$ cat config.mk
export PLATFORM = sky130hd
export DESIGN_NAME = alu_decode_stage
export DESIGN_NICKNAME = d
export VERILOG_FILES = /design/src/rtl/alu_decode_stage.sv
export SDC_FILE = /design/constraint.sdc
export NUM_CORES = 1
export LEC_CHECK = 0
export ABC_CLOCK_PERIOD_IN_PS = 2170
export BUFFER_PORTS_ARGS = -buffer_cell sky130_fd_sc_hd__buf_2
export CORE_UTILIZATION = 45
export DETAILED_ROUTE_END_ITERATION = 8
export GPL_TIMING_DRIVEN = 0
export HOLD_SLACK_MARGIN = 0.03
export PLACE_DENSITY = 0.74
export SYNTH_ARGS = -nofsm -noshare
export SYNTH_HDL_FRONTEND = slang
export SYNTH_SLANG_ARGS = --single-unit
$ cat constraint.sdc
create_clock -name clk -period 2.17 [get_ports clk]
set_input_delay 0.434 -clock clk [delete_from_list [all_inputs] [get_ports clk]]
set_output_delay 0.434 -clock clk [all_outputs]
set_load 0.02 [all_outputs]
$ cat src/rtl/alu_decode_stage.sv
// RV32I decode-and-register stage for the ALU: OP, OP-IMM and LUI are decoded into
// an ALU command, register addresses and an immediate, then held in a one-entry pipeline register.
module alu_decode_stage #(
    parameter int REG_WIDTH = 32,
    parameter int CNT_WIDTH = 8
) (
    input  logic                 clk,
    input  logic                 rst,
    input  logic                 flush,
    input  logic                 in_valid,
    output logic                 in_ready,
    input  logic [31:0]          in_inst,
    output logic                 out_valid,
    input  logic                 out_ready,
    output logic [3:0]           out_alu_cmd,
    output logic [4:0]           out_rs1_addr,
    output logic [4:0]           out_rs2_addr,
    output logic [4:0]           out_rd_addr,
    output logic [REG_WIDTH-1:0] out_imm,
    output logic                 out_use_imm,
    output logic                 out_illegal,
    output logic [CNT_WIDTH-1:0] illegal_count
);

    localparam logic [3:0] CMD_ADD  = 4'b0000;
    localparam logic [3:0] CMD_SUB  = 4'b0001;
    localparam logic [3:0] CMD_SLT  = 4'b0010;
    localparam logic [3:0] CMD_SLTU = 4'b0011;
    localparam logic [3:0] CMD_AND  = 4'b0100;
    localparam logic [3:0] CMD_OR   = 4'b0101;
    localparam logic [3:0] CMD_XOR  = 4'b0110;
    localparam logic [3:0] CMD_SLL  = 4'b0111;
    localparam logic [3:0] CMD_SRL  = 4'b1000;
    localparam logic [3:0] CMD_SRA  = 4'b1001;

    localparam logic [6:0] OPC_OP    = 7'b0110011;
    localparam logic [6:0] OPC_OPIMM = 7'b0010011;
    localparam logic [6:0] OPC_LUI   = 7'b0110111;
    localparam logic [6:0] F7_BASE   = 7'b0000000;
    localparam logic [6:0] F7_ALT    = 7'b0100000;

    typedef struct packed {
        logic [3:0]           cmd;
        logic [4:0]           rs1;
        logic [4:0]           rs2;
        logic [4:0]           rd;
        logic [REG_WIDTH-1:0] imm;
        logic                 use_imm;
        logic                 illegal;
    } dec_t;

    dec_t                 dec_d, dec_q;
    logic                 valid_d, valid_q;
    logic [CNT_WIDTH-1:0] cnt_d, cnt_q;
    logic                 bad;
    logic                 accept;

    logic [6:0] opcode, f7;
    logic [2:0] f3;

    assign opcode = in_inst[6:0];
    assign f3     = in_inst[14:12];
    assign f7     = in_inst[31:25];

    always_comb begin
        dec_d = '0;
        bad   = 1'b0;
        case (opcode)
            OPC_OP: begin
                dec_d.rs1 = in_inst[19:15];
                dec_d.rs2 = in_inst[24:20];
                dec_d.rd  = in_inst[11:7];
                if (f7 == F7_BASE) begin
                    case (f3)
                        3'b000:  dec_d.cmd = CMD_ADD;
                        3'b001:  dec_d.cmd = CMD_SLL;
                        3'b010:  dec_d.cmd = CMD_SLT;
                        3'b011:  dec_d.cmd = CMD_SLTU;
                        3'b100:  dec_d.cmd = CMD_XOR;
                        3'b101:  dec_d.cmd = CMD_SRL;
                        3'b110:  dec_d.cmd = CMD_OR;
                        default: dec_d.cmd = CMD_AND;
                    endcase
                end else if (f7 == F7_ALT && f3 == 3'b000) begin
                    dec_d.cmd = CMD_SUB;
                end else if (f7 == F7_ALT && f3 == 3'b101) begin
                    dec_d.cmd = CMD_SRA;
                end else begin
                    bad = 1'b1;
                end
            end
            OPC_OPIMM: begin
                dec_d.rs1     = in_inst[19:15];
                dec_d.rd      = in_inst[11:7];
                dec_d.use_imm = 1'b1;
                dec_d.imm     = {{20{in_inst[31]}}, in_inst[31:20]};
                case (f3)
                    3'b000: dec_d.cmd = CMD_ADD;
                    3'b010: dec_d.cmd = CMD_SLT;
                    3'b011: dec_d.cmd = CMD_SLTU;
                    3'b100: dec_d.cmd = CMD_XOR;
                    3'b110: dec_d.cmd = CMD_OR;
                    3'b111: dec_d.cmd = CMD_AND;
                    // Shifts carry a 5-bit shamt; f7 picks logical vs arithmetic
                    3'b001: begin
                        dec_d.imm = {27'b0, in_inst[24:20]};
                        dec_d.cmd = CMD_SLL;
                        bad       = (f7 != F7_BASE);
                    end
                    default: begin
                        dec_d.imm = {27'b0, in_inst[24:20]};
                        if (f7 == F7_BASE)     dec_d.cmd = CMD_SRL;
                        else if (f7 == F7_ALT) dec_d.cmd = CMD_SRA;
                        else                   bad = 1'b1;
                    end
                endcase
            end
            OPC_LUI: begin
                dec_d.cmd     = CMD_ADD;
                dec_d.rd      = in_inst[11:7];
                dec_d.imm     = {in_inst[31:12], 12'b0};
                dec_d.use_imm = 1'b1;
            end
            default: bad = 1'b1;
        endcase
        if (bad) begin
            dec_d         = '0;
            dec_d.illegal = 1'b1;
        end
    end

    assign in_ready = !rst && !flush && (!valid_q || out_ready);
    assign accept   = in_valid && in_ready;

    always_comb begin
        valid_d = valid_q;
        cnt_d   = cnt_q;
        if (flush)          valid_d = 1'b0;
        else if (accept)    valid_d = 1'b1;
        else if (out_ready) valid_d = 1'b0;
        if (accept && dec_d.illegal && cnt_q != '1)
            cnt_d = cnt_q + 1'b1;
    end

    always_ff @(posedge clk or posedge rst) begin
        if (rst) begin
            valid_q <= 1'b0;
            dec_q   <= '0;
            cnt_q   <= '0;
        end else begin
            valid_q <= valid_d;
            cnt_q   <= cnt_d;
            if (accept) dec_q <= dec_d;
        end
    end

    assign out_valid     = valid_q;
    assign out_alu_cmd   = dec_q.cmd;
    assign out_rs1_addr  = dec_q.rs1;
    assign out_rs2_addr  = dec_q.rs2;
    assign out_rd_addr   = dec_q.rd;
    assign out_imm       = dec_q.imm;
    assign out_use_imm   = dec_q.use_imm;
    assign out_illegal   = dec_q.illegal;
    assign illegal_count = cnt_q;

endmodule

==> impl_table.tex, run 1 <==
\begin{tabular}{lr}
\hline
Metric & Value \\
\hline
\multicolumn{2}{l}{\textbf{Placement}} \\
Number of placed cells counting well taps & 430 \\
Final RePlAce weighted congestion & 0.883 \\
Buffers added on ports & 97 \\
DPL Wire Length & 5140 um \\
Post-place setup slack & -0.202 ns \\
\multicolumn{2}{l}{\textbf{STA}} \\
Post-route fraction of the period consumed by the critical path & 92.9\% \\
Number of hold violations in the final report & 0 \\
Worst setup slack after layout & 0.154 ns \\
Final Slew Violations & 0 \\
Slew of the pin with the lowest slew margin & 0.558 ns \\
Max frequency & 496 MHz \\
Setup repair after global routing missed its margin & no \\
Number of failing setup endpoints in the final timing report & 0 \\
Setup skew after layout & 0.00942 ns \\
Crit path time final & 2.02 ns \\
Worst slew margin relative to its limit & 62.8\% \\
\multicolumn{2}{l}{\textbf{Run status}} \\
Status & completed \\
\multicolumn{2}{l}{\textbf{Global routing}} \\
Met3 demand-to-capacity share in global routing & 5.11\% \\
Pin count of the biggest net entering global routing & 44 \\
Leftover overflow at the end of global routing & 0 \\
Initial antenna violation count & 0 \\
Most crowded layer after global routing & met2 \\
Global routing met2 resource utilization & 35.0\% \\
First-pass GRT wire length & 11000 um \\
Combined global-route utilization of all metal layers & 22.9\% \\
Via count of the first global-routing pass & 2218 \\
Met1 demand-to-capacity share in global routing & 30.8\% \\
\multicolumn{2}{l}{\textbf{Critical path}} \\
Worst-path cell with the longest stage delay & a2111oi\_0 \\
Worst path max stage delay & 0.58 ns \\
CP Data Arrival Time & 2.23 ns \\
Required time of the worst setup path & 2.38 ns \\
Type of element launching the critical path & input pin \\
Cell chain of the critical path & buf\_2, nand2b\_1, a31oi\_2, o21bai\_1, a2111oi\_0, mux2\_2 \\
CP Max Fanout & 8 \\
Class of the most critical setup path & input pin to flip-flop \\
Critical Path End Type & flip-flop \\
\multicolumn{2}{l}{\textbf{Synth}} \\
Top post-synthesis cells by area & dfrtp\_1 56\%, a22o\_1 8.8\%, nand3\_1 7.8\% \\
Avg Cell Area, Syn & 10.8 um2 \\
Prevailing post-synth register cell & dfrtp\_1 \\
Count of distinct cell types in the synthesized netlist & 40 \\
Synthesized net count & 295 \\
Sequential fraction of the synthesis area & 56.0\% \\
Most area-hungry cell type in the Yosys netlist & dfrtp\_1 \\
Post-synth EDFFs & 0 \\
Synthesized netlist cell count & 257 \\
Synthesized flop and latch total & 62 \\
Number of warnings reported in the yosys synthesis log & 0 \\
Synthesized cell area & 2770 um2 \\
Post-synth ARST share & 100\% \\
Proportion of netlist area held by the largest area contributor & 56.0\% \\
\multicolumn{2}{l}{\textbf{Route}} \\
DR WL/cell & 15.9 um \\
Number of design rule violations left after detail routing & 0 \\
Detailed router's first-iteration violation count & 94 \\
Length of the first detailed-routing pass in iterations & 4 \\
Number of nets still failing antenna checks after routing & 0 \\
Routed WL & 7080 um \\
Post-detailed-route via-to-cell ratio & 5.43 \\
Via count of the routed design & 2421 \\
\multicolumn{2}{l}{\textbf{Floorplanning}} \\
Number of top-level design ports & 100 \\
Starting Density & 46.8\% \\
Width of the die & 80.5 um \\
Core Area & 5920 um2 \\
Floorplan die area & 6480 um2 \\
Number of placement rows & 28 \\
Vertical die dimension & 80.5 um \\
\multicolumn{2}{l}{\textbf{Hold path}} \\
Type of the most critical hold path & input pin to async pin \\
\multicolumn{2}{l}{\textbf{CTS}} \\
TritonCTS clock tree & yes \\
Worst skew pair latency & 0.34 ns \\
Clock Sink Count & 62 \\
Buffers inserted by post-CTS timing repair & 0 \\
Clk Tree Root Cell & clkbuf\_8 \\
Clock-pin slew reported for the worst setup and hold paths after clock tree synthesis & 0.07 ns \\
Clock Path Buffers & 2 \\
H-tree depth reported by CTS & 3 \\
Number of buffers created by CTS & 9 \\
\multicolumn{2}{l}{\textbf{Layout}} \\
Final design utilization & 60.4\% \\
Post-route insts no fill & 446 \\
Filler cell count in the final layout & 529 \\
Number of diodes & 0 \\
Proportion of layout cells with a drive suffix above 1 & 35.3\% \\
Final net count & 404 \\
Area Growth Syn to Fin & 28.9\% \\
\multicolumn{2}{l}{\textbf{Pwr}} \\
Sequential fraction of design power & 47.8\% \\
Logic pwr share & 14.1\% \\
Leakage power & 1.90 nW \\
Worst supply voltage drop on vdd & 0.427 mV \\
Power per unit of standard cell area & 741 nW/um2 \\
Relative contribution of the clock network to total power & 38.2\% \\
Internal power & 1.90 mW \\
P\_sw & 742 uW \\
Sw Ratio & 28.0\% \\
\multicolumn{2}{l}{\textbf{Job}} \\
\# Max-Cap Violations & 0 \\
\hline
\end{tabular}
synth_stat cells, drive strengths merged (4+ instances only):
master,number
a22o,28
nor3,4
nor2,12
nand2b,5
o21ai,4
a21oi,6
mux2,4
dfrtp,62
nand3,43
nand2,35
clkbuf,12
through the flow:
| step | setup TNS (ns) | total power [mW] | instance area (um2) | hold slack, ns |
|---|---|---|---|---|
| after floorplan | 0 | 1.50 | 2770 | 0.543 |
| after global placement | -36.71 | 1.64 | 3350 | 0.456 |
| after detailed placement | -6.10 | 1.66 | 3370 | 0.466 |
| after CTS | 0 | 2.67 | 3570 | 0.103 |
| after global routing | 0 | 2.76 | 3570 | 0.128 |
| final | 0 | 2.65 | 3570 | 0.0988 |
layer usage:
layer | up-vias | part of all wire, %
li1 | 1151 | -
met1 | 1164 | 44
met2 | 95 | 48
met3 | 11 | 6.0
met4 | 0 | 1.4
met5 | - | 0
cells by family (layout without fill, tap and decap cells):
logic type / Yosys count / in the layout / share of synthesized area, %
compound gates: 55 / 55 / 16.3
flops: 62 / 62 / 56.0
fa+ha+maj: 1 / 1 / 0.451
mux: 4 / 4 / 1.63
xor+xnor: 4 / 4 / 1.26
buf+inv: 18 / 132 / 3.02
simple gates: 113 / 113 / 21.4
path summary, 6_finish.rpt:
check / start / to / slack, ns / cells past startpoint
max: in_inst[14] / illegal_count[6]$_DFFE_PP0P_ / 0.15 / 6
min: rst / out_imm[28]$_DFFE_PP0P_ / 0.1 / 2
max reg2reg: out_valid$_DFFE_PP0P_ / illegal_count[1]$_DFFE_PP0P_ / 0.23 / 6
min reg2reg: out_imm[11]$_DFFE_PP0P_ / out_imm[11]$_DFFE_PP0P_ / 0.48 / 2
max in group asynchronous: rst / out_imm[16]$_DFFE_PP0P_ / 1.50 / 3
min in group clk: in_inst[7] / out_rd_addr[0]$_DFFE_PP0P_ / 0.31 / 2
registers in the layout, summed over array words and instances, names as in the netlist:
signal,flops
out_illegal,1
out_rs2_addr,5
out_rs1_addr,5
out_use_imm,1
out_valid,1
out_rd_addr,5
out_alu_cmd,4
illegal_count,8
out_imm,32
critical path: cells and delay by family:
| kind | cells | cell delay, ns |
|---|---|---|
| AOI/OAI and AO/OA | 3 | 1.06 |
| muxes | 1 | 0.40 |
| and+or+nand+nor | 1 | 0.17 |
| buffers and inverters | 1 | 0.16 |
area by class of cell:
class / instances / area, um2 / share of cell area, %
clock inverter: 5 / 58.8 / 1.65
multi-input combinational: 177 / 1140 / 31.9
sequential: 62 / 1550 / 43.4
timing repair buffer: 98 / 505 / 14.1
buffer: 15 / 72.6 / 2.03
inverter: 3 / 11.3 / 0.315
tap: 75 / 93.8 / 2.63
clock buffer: 11 / 141 / 3.96
power by group through the flow:
stage          logic [mW]  clock network, mW  registers (mW)
2_1_floorplan       0.159                  0            1.34
3_3_place_gp        0.360                  0            1.28
3_5_place_dp        0.377                  0            1.28
4_1_cts             0.374               1.03            1.27
5_1_grt             0.401               1.08            1.27
6_report            0.372               1.01            1.26
cell usage in the layout (no fill, tap or decap), types with 2 or more instances in the layout:
| master | n |
|---|---|
| nand2b_1 | 5 |
| a2111oi_0 | 2 |
| nor4_4 | 2 |
| a21oi_1 | 6 |
| a22o_1 | 28 |
| nand4_1 | 2 |
| mux2_2 | 4 |
| nand4b_1 | 3 |
| nor2b_1 | 2 |
| clkinvlp_4 | 2 |
| nand3_1 | 43 |
| nor3_1 | 2 |
| o21ai_0 | 4 |
| clkbuf_8 | 10 |
| clkbuf_1 | 13 |
| nor2_1 | 11 |
| a2bb2oi_1 | 3 |
| inv_1 | 2 |
| o31ai_1 | 2 |
| xor2_1 | 3 |
| nor3_2 | 2 |
| buf_6 | 2 |
| nand2_1 | 35 |
| buf_2 | 98 |
| dfrtp_1 | 62 |
what timing repair did:
action | CTS | global route
gates resized for setup | 0 | 1
hold buffers | 0 | 0
setup endpoints to repair | 0 | 5
No activity file was read; power rests on OpenSTA's default activity.
==> run 2: changes to the inputs <==
--- a/config.mk
+++ b/config.mk
@@ -7,11 +7,11 @@
 export LEC_CHECK = 0
 export ABC_CLOCK_PERIOD_IN_PS = 2170
 export BUFFER_PORTS_ARGS = -buffer_cell sky130_fd_sc_hd__buf_2
-export CORE_UTILIZATION = 45
+export CORE_UTILIZATION = 40
 export DETAILED_ROUTE_END_ITERATION = 8
 export GPL_TIMING_DRIVEN = 0
 export HOLD_SLACK_MARGIN = 0.03
-export PLACE_DENSITY = 0.74
+export PLACE_DENSITY = 0.67
 export SYNTH_ARGS = -nofsm -noshare
 export SYNTH_HDL_FRONTEND = slang
 export SYNTH_SLANG_ARGS = --single-unit
==> impl_table.tex, run 2 (same netlist as run 1, synthesis figures left out) <==
\begin{tabular}{lr}
\hline
Metric & Value \\
\hline
\multicolumn{2}{l}{\textbf{Layout}} \\
Area Growth Syn to Fin & 28.1\% \\
Final design area excluding fillers & 3550 um2 \\
Most frequent standard cell in the layout excluding fill and tap cells & buf\_2 \\
Number of diodes & 0 \\
Final design utilization & 54.4\% \\
Proportion of layout cells with a drive suffix above 1 & 35.3\% \\
Flip-flop count of the largest register, all copies and words added & 32 \\
Final net count & 404 \\
Post-route insts no fill & 448 \\
Commonest cells after routing, fill and taps aside & 98 x buf\_2, 62 x dfrtp\_1, 43 x nand3\_1 \\
\multicolumn{2}{l}{\textbf{Pwr}} \\
Worst supply voltage drop on vdd & 0.418 mV \\
Leakage power & 1.89 nW \\
Power per unit of standard cell area & 715 nW/um2 \\
\multicolumn{2}{l}{\textbf{Placement}} \\
Placed Area & 3370 um2 \\
DPL Wire Length & 5220 um \\
Number of placed cells counting well taps & 432 \\
Buffers added on ports & 97 \\
Post-place setup slack & -0.192 ns \\
Final RePlAce weighted congestion & 0.890 \\
\multicolumn{2}{l}{\textbf{Critical path}} \\
Worst R2R End & illegal\_count[1]\$\_DFFE\_PP0P\_ \\
Critical Path End Type & flip-flop \\
Class of the most critical setup path & input pin to flip-flop \\
CP Max Fanout & 8 \\
Slack of the worst reg-to-reg path & 0.19 ns \\
CP Data Arrival Time & 2.25 ns \\
Number of cell instances on the worst register-to-register path & 6 \\
Required time of the worst setup path & 2.40 ns \\
Reg-to-reg critical path startpoint & out\_valid\$\_DFFE\_PP0P\_ \\
Type of element launching the critical path & input pin \\
\multicolumn{2}{l}{\textbf{CTS}} \\
Buffers inserted by post-CTS timing repair & 0 \\
Clock Sink Count & 62 \\
Clock-pin slew reported for the worst setup and hold paths after clock tree synthesis & 0.07 ns \\
Number of buffers created by CTS & 9 \\
TritonCTS clock tree & yes \\
H-tree depth reported by CTS & 3 \\
Worst skew pair latency & 0.34 ns \\
Post-CTS Hold Buffers & 0 \\
Clock Path Buffers & 2 \\
Clk Tree Root Cell & clkbuf\_8 \\
\multicolumn{2}{l}{\textbf{Route}} \\
Number of design rule violations left after detail routing & 0 \\
Post-detailed-route via-to-cell ratio & 5.45 \\
Number of nets still failing antenna checks after routing & 0 \\
Highest Signal Layer & met4 \\
Met2 WL post-DR & 3300 um \\
Via count of the routed design & 2441 \\
Routed WL & 7050 um \\
Detailed router's first-iteration violation count & 176 \\
Length of the first detailed-routing pass in iterations & 4 \\
DR WL/cell & 15.7 um \\
Met3 WL & 283 um \\
Post-Route M1 WL & 3290 um \\
\multicolumn{2}{l}{\textbf{Global routing}} \\
Initial antenna violation count & 0 \\
Leftover overflow at the end of global routing & 0 \\
Pin count of the biggest net entering global routing & 44 \\
Via count of the first global-routing pass & 2270 \\
Combined global-route utilization of all metal layers & 20.7\% \\
First-pass GRT wire length & 11400 um \\
\multicolumn{2}{l}{\textbf{Floorplanning}} \\
Number of placement rows & 29 \\
Number of top-level design ports & 100 \\
Floorplan die area & 7270 um2 \\
Width of the die & 85.2 um \\
Core Area & 6530 um2 \\
Vertical die dimension & 85.2 um \\
Starting Density & 42.4\% \\
\multicolumn{2}{l}{\textbf{STA}} \\
Setup repair after global routing missed its margin & no \\
Setup skew after layout & 0.00683 ns \\
Worst slew margin relative to its limit & 64.0\% \\
Post-route fraction of the period consumed by the critical path & 93.1\% \\
Max frequency & 495 MHz \\
Crit path time final & 2.02 ns \\
Number of failing setup endpoints in the final timing report & 0 \\
Number of hold violations in the final report & 0 \\
Slew of the pin with the lowest slew margin & 0.526 ns \\
Worst hold margin & 0.0950 ns \\
Worst setup slack after layout & 0.149 ns \\
Final Slew Violations & 0 \\
\multicolumn{2}{l}{\textbf{Job}} \\
\# Max-Cap Violations & 0 \\
\multicolumn{2}{l}{\textbf{Run status}} \\
Status & completed \\
\multicolumn{2}{l}{\textbf{Hold path}} \\
Type of the most critical hold path & input pin to async pin \\
\hline
\end{tabular}
-- run 2: changes by cell type in the layout (fill, tap and decap cells not counted) --
cell and change:
clkinv_4 -1, clkinv_2 +1, bufinv_16 -1, inv_6 +1
-- run 2: timing repair --
item	CTS	global route
gates resized for setup	0	1
endpoints found under the setup margin	0	5
endpoints found under the hold margin	0	0
-- run 2: how the worst max path moves through the flow --
stage	start	endpoint	depth (start not counted)	slack, ns
after floorplan	in_inst[14]	illegal_count[4]$_DFFE_PP0P_	6	0.12
after CTS	in_inst[14]	illegal_count[6]$_DFFE_PP0P_	6	0.17
after global placement	rst	out_imm[6]$_DFFE_PP0P_	2	-0.59
after detailed placement	in_inst[14]	illegal_count[6]$_DFFE_PP0P_	6	-0.19
after global routing	out_valid$_DFFE_PP0P_	illegal_count[1]$_DFFE_PP0P_	6	0.02
final	in_inst[14]	illegal_count[6]$_DFFE_PP0P_	6	0.15
-- run 2: layer usage --
layer | vias to the layer above | global-route usage [%]
met5 | - | 0
met4 | 0 | 10.8
met3 | 17 | 3.89
met2 | 74 | 31.2
met1 | 1194 | 28.5
li1 | 1156 | -
-- run 2: where the power goes --
part           switching [mW]  internal, mW  total (mW)
clock                   0.455         0.445       0.900
sequential             0.0553          1.21        1.26
combinational           0.239         0.135       0.374
-- run 2: final cells by class --
type	count	area (um2)
clock inverter	5	33.8
timing repair buffer	98	505
multi-input combinational	177	1140
inverter	3	11.3
fill	609	2980
buffer	15	72.6
tap	77	96.3
sequential	62	1550
clock buffer	11	141
-- run 2: metrics by stage --
step / setup TNS, ns / total power, mW
4_1_cts: 0 / 2.56
3_5_place_dp: -5.39 / 1.66
6_report: 0 / 2.54
2_1_floorplan: 0 / 1.50
3_3_place_gp: -41.19 / 1.65
5_1_grt: 0 / 2.64
-- run 2: worst max-delay path: stages --
cell	delay, ns
buf_2	0.16
nand2b_1	0.17
a31oi_2	0.28
o21bai_1	0.22
a2111oi_0	0.59
mux2_2	0.39
==> run 3: changes to the inputs <==
--- a/config.mk
+++ b/config.mk
@@ -5,13 +5,13 @@
 export SDC_FILE = /design/constraint.sdc
 export NUM_CORES = 1
 export LEC_CHECK = 0
+export ABC_AREA = 1
 export ABC_CLOCK_PERIOD_IN_PS = 2170
 export BUFFER_PORTS_ARGS = -buffer_cell sky130_fd_sc_hd__buf_2
 export CORE_UTILIZATION = 40
 export DETAILED_ROUTE_END_ITERATION = 8
 export GPL_TIMING_DRIVEN = 0
 export HOLD_SLACK_MARGIN = 0.03
-export PLACE_DENSITY = 0.67
 export SYNTH_ARGS = -nofsm -noshare
 export SYNTH_HDL_FRONTEND = slang
 export SYNTH_SLANG_ARGS = --single-unit
==> impl_table.tex, run 3 <==
\begin{tabular}{lr}
\hline
Metric & Value \\
\hline
\multicolumn{2}{l}{\textbf{Run status}} \\
Status & completed \\
\multicolumn{2}{l}{\textbf{Critical path}} \\
CP Max Fanout & 63 \\
Cell class contributing the biggest share of worst-path delay & buffers and inverters \\
Required time of the worst setup path & 1.74 ns \\
Class of the most critical setup path & input pin to output pin \\
Worst-path cell with the longest stage delay & inv\_8 \\
CP Data Arrival Time & 1.32 ns \\
Buffers \& Inverters on Critical Path & 3 \\
Critical Path End Type & output pin \\
Cell chain of the critical path & buf\_2, inv\_8, o21ai\_1, nor2\_2, buf\_2 \\
Type of element launching the critical path & input pin \\
Dominant cell type by count on the critical path & buf\_2 \\
Worst path max stage delay & 0.31 ns \\
\multicolumn{2}{l}{\textbf{Route}} \\
Number of nets still failing antenna checks after routing & 0 \\
DR WL/cell & 13.4 um \\
Length of the first detailed-routing pass in iterations & 5 \\
Number of design rule violations left after detail routing & 0 \\
Routed WL & 8110 um \\
Via count of the routed design & 2899 \\
Post-detailed-route via-to-cell ratio & 4.80 \\
Detailed router's first-iteration violation count & 127 \\
\multicolumn{2}{l}{\textbf{CTS}} \\
Clock-pin slew reported for the worst setup and hold paths after clock tree synthesis & 0.07 ns \\
H-tree depth reported by CTS & 3 \\
Buffers inserted by post-CTS timing repair & 0 \\
Post-CTS Hold Buffers & 0 \\
TritonCTS clock tree & yes \\
Number of buffers created by CTS & 9 \\
PostCTS Resize Cnt & 0 \\
Clk Tree Root Cell & clkbuf\_8 \\
Worst skew pair latency & 0.34 ns \\
Clock Path Buffers & 2 \\
Clock Sink Count & 62 \\
\multicolumn{2}{l}{\textbf{Layout}} \\
Proportion of layout cells with a drive suffix above 1 & 34.1\% \\
Final net count & 535 \\
Flip-flop count of the largest register, all copies and words added & 32 \\
Most frequent standard cell in the layout excluding fill and tap cells & nand2\_1 \\
Final design area excluding fillers & 4100 um2 \\
Post-route insts no fill & 604 \\
Area Growth Syn to Fin & 27.5\% \\
Commonest cells after routing, fill and taps aside & 156 x nand2\_1, 105 x buf\_2, 62 x dfrtp\_1 \\
Number of diodes & 0 \\
Filler cell count in the final layout & 806 \\
\multicolumn{2}{l}{\textbf{Global routing}} \\
Initial antenna violation count & 0 \\
Via count of the first global-routing pass & 2728 \\
Combined global-route utilization of all metal layers & 20.5\% \\
Leftover overflow at the end of global routing & 0 \\
First-pass GRT wire length & 13300 um \\
Pin count of the biggest net entering global routing & 64 \\
\multicolumn{2}{l}{\textbf{Synth}} \\
Avg Cell Area, Syn & 8.31 um2 \\
Library cell with the highest instance count after synthesis & nand2\_1 \\
Sequential fraction of the synthesis area & 48.2\% \\
Post-synth ARST share & 100\% \\
Proportion of netlist area held by the largest area contributor & 48.2\% \\
Synthesized netlist cell count & 387 \\
Synthesized flop and latch total & 62 \\
Most used standard cells in the synthesized netlist & 156 x nand2\_1, 62 x dfrtp\_1, 32 x nand3\_1 \\
Synthesized net count & 425 \\
Post-synth EDFFs & 0 \\
Number of warnings reported in the yosys synthesis log & 0 \\
Top post-synthesis cells by area & dfrtp\_1 48\%, nand2\_1 18\%, nand3\_1 5.0\% \\
Count of distinct cell types in the synthesized netlist & 32 \\
Synthesized cell area & 3220 um2 \\
Most area-hungry cell type in the Yosys netlist & dfrtp\_1 \\
Prevailing post-synth register cell & dfrtp\_1 \\
\multicolumn{2}{l}{\textbf{Pwr}} \\
Power per unit of standard cell area & 701 nW/um2 \\
Worst supply voltage drop on vdd & 0.353 mV \\
Post-route total power & 2.87 mW \\
Leakage power & 2.37 nW \\
\multicolumn{2}{l}{\textbf{Hold path}} \\
Type of the most critical hold path & input pin to async pin \\
\multicolumn{2}{l}{\textbf{STA}} \\
Worst slew margin relative to its limit & 63.7\% \\
Final Slew Violations & 0 \\
Number of failing setup endpoints in the final timing report & 0 \\
Setup repair after global routing missed its margin & no \\
Post-route fraction of the period consumed by the critical path & 80.7\% \\
Crit path time final & 1.75 ns \\
Number of hold violations in the final report & 0 \\
Slew of the pin with the lowest slew margin & 0.544 ns \\
Worst hold margin & 0.111 ns \\
Max frequency & 571 MHz \\
Setup skew after layout & 0.00509 ns \\
\multicolumn{2}{l}{\textbf{Placement}} \\
Placed Area & 3840 um2 \\
Final RePlAce weighted congestion & 0.884 \\
Buffers added on ports & 99 \\
Number of placed cells counting well taps & 588 \\
DPL Wire Length & 5790 um \\
\multicolumn{2}{l}{\textbf{Floorplanning}} \\
Number of top-level design ports & 100 \\
Vertical die dimension & 91.7 um \\
Number of placement rows & 32 \\
Core Area & 7770 um2 \\
Starting Density & 41.4\% \\
Width of the die & 91.7 um \\
Floorplan die area & 8400 um2 \\
\multicolumn{2}{l}{\textbf{Job}} \\
\# Max-Cap Violations & 0 \\
\hline
\end{tabular}
## run 3: kinds of logic after synthesis
family	count (synthesis)	synth area share (%)
AOI/OAI and AO/OA	35	7.12
xor gates and xnor gates	7	1.91
adders and majority gates	1	0.389
buffers and inverters	40	6.19
DFF	62	48.2
and+or+nand+nor	242	36.1
## run 3: layout make-up
| class | count | area [um2] | share of cell area [%] |
|---|---|---|---|
| Inverter | 24 | 100 | 2.44 |
| Buffer | 16 | 106 | 2.59 |
| Multi-Input combinational cell | 285 | 1470 | 35.7 |
| Sequential cell | 62 | 1550 | 37.8 |
| Clock inverter | 5 | 104 | 2.53 |
| Timing Repair Buffer | 99 | 495 | 12.1 |
| Clock buffer | 11 | 151 | 3.69 |
| Tap cell | 102 | 128 | 3.11 |
## run 3: per-stage QoR
| stage | setup TNS (ns) | utilization [%] | setup WS [ns] |
|---|---|---|---|
| 3_3_place_gp | -11.22 | 49.5 | -0.275 |
| 4_1_cts | 0 | 52.7 | 0.0810 |
| 5_1_grt | 0 | 52.8 | 0.126 |
| 6_report | 0 | 52.8 | 0.419 |
| 3_5_place_dp | -10.70 | 49.5 | -0.277 |
| 2_1_floorplan | 0 | - | 0.0578 |
## run 3: metal layers
layer / track usage [%] / wire, um / part of all wire, %
met5: 0 / 0 / 0
met4: 9.26 / 154 / 1.9
met3: 3.65 / 394 / 4.9
met2: 31.1 / 3640 / 45
met1: 28.6 / 3910 / 48
## run 3: path summary, 6_finish.rpt
path	slack [ns]	from	to	cells after the start
setup / recovery	0.42	rst	in_ready	5
hold / removal	0.11	rst	out_imm[20]$_DFFE_PP0P_	2
setup reg to reg	0.60	out_valid$_DFFE_PP0P_	out_imm[2]$_DFFE_PP0P_	8
hold reg to reg	0.48	out_rd_addr[1]$_DFFE_PP0P_	out_rd_addr[1]$_DFFE_PP0P_	2
max in group asynchronous	1.72	rst	out_alu_cmd[3]$_DFFE_PP0P_	2
min in group clk	0.28	out_ready	out_valid$_DFFE_PP0P_	2
## run 3: where the power goes
group          leakage [nW]  total [mW]  internal, mW  switching [mW]
Clock                 0.130        1.30         0.828           0.470
Combinational          1.38       0.336         0.115           0.221
Sequential            0.858        1.24          1.20          0.0431
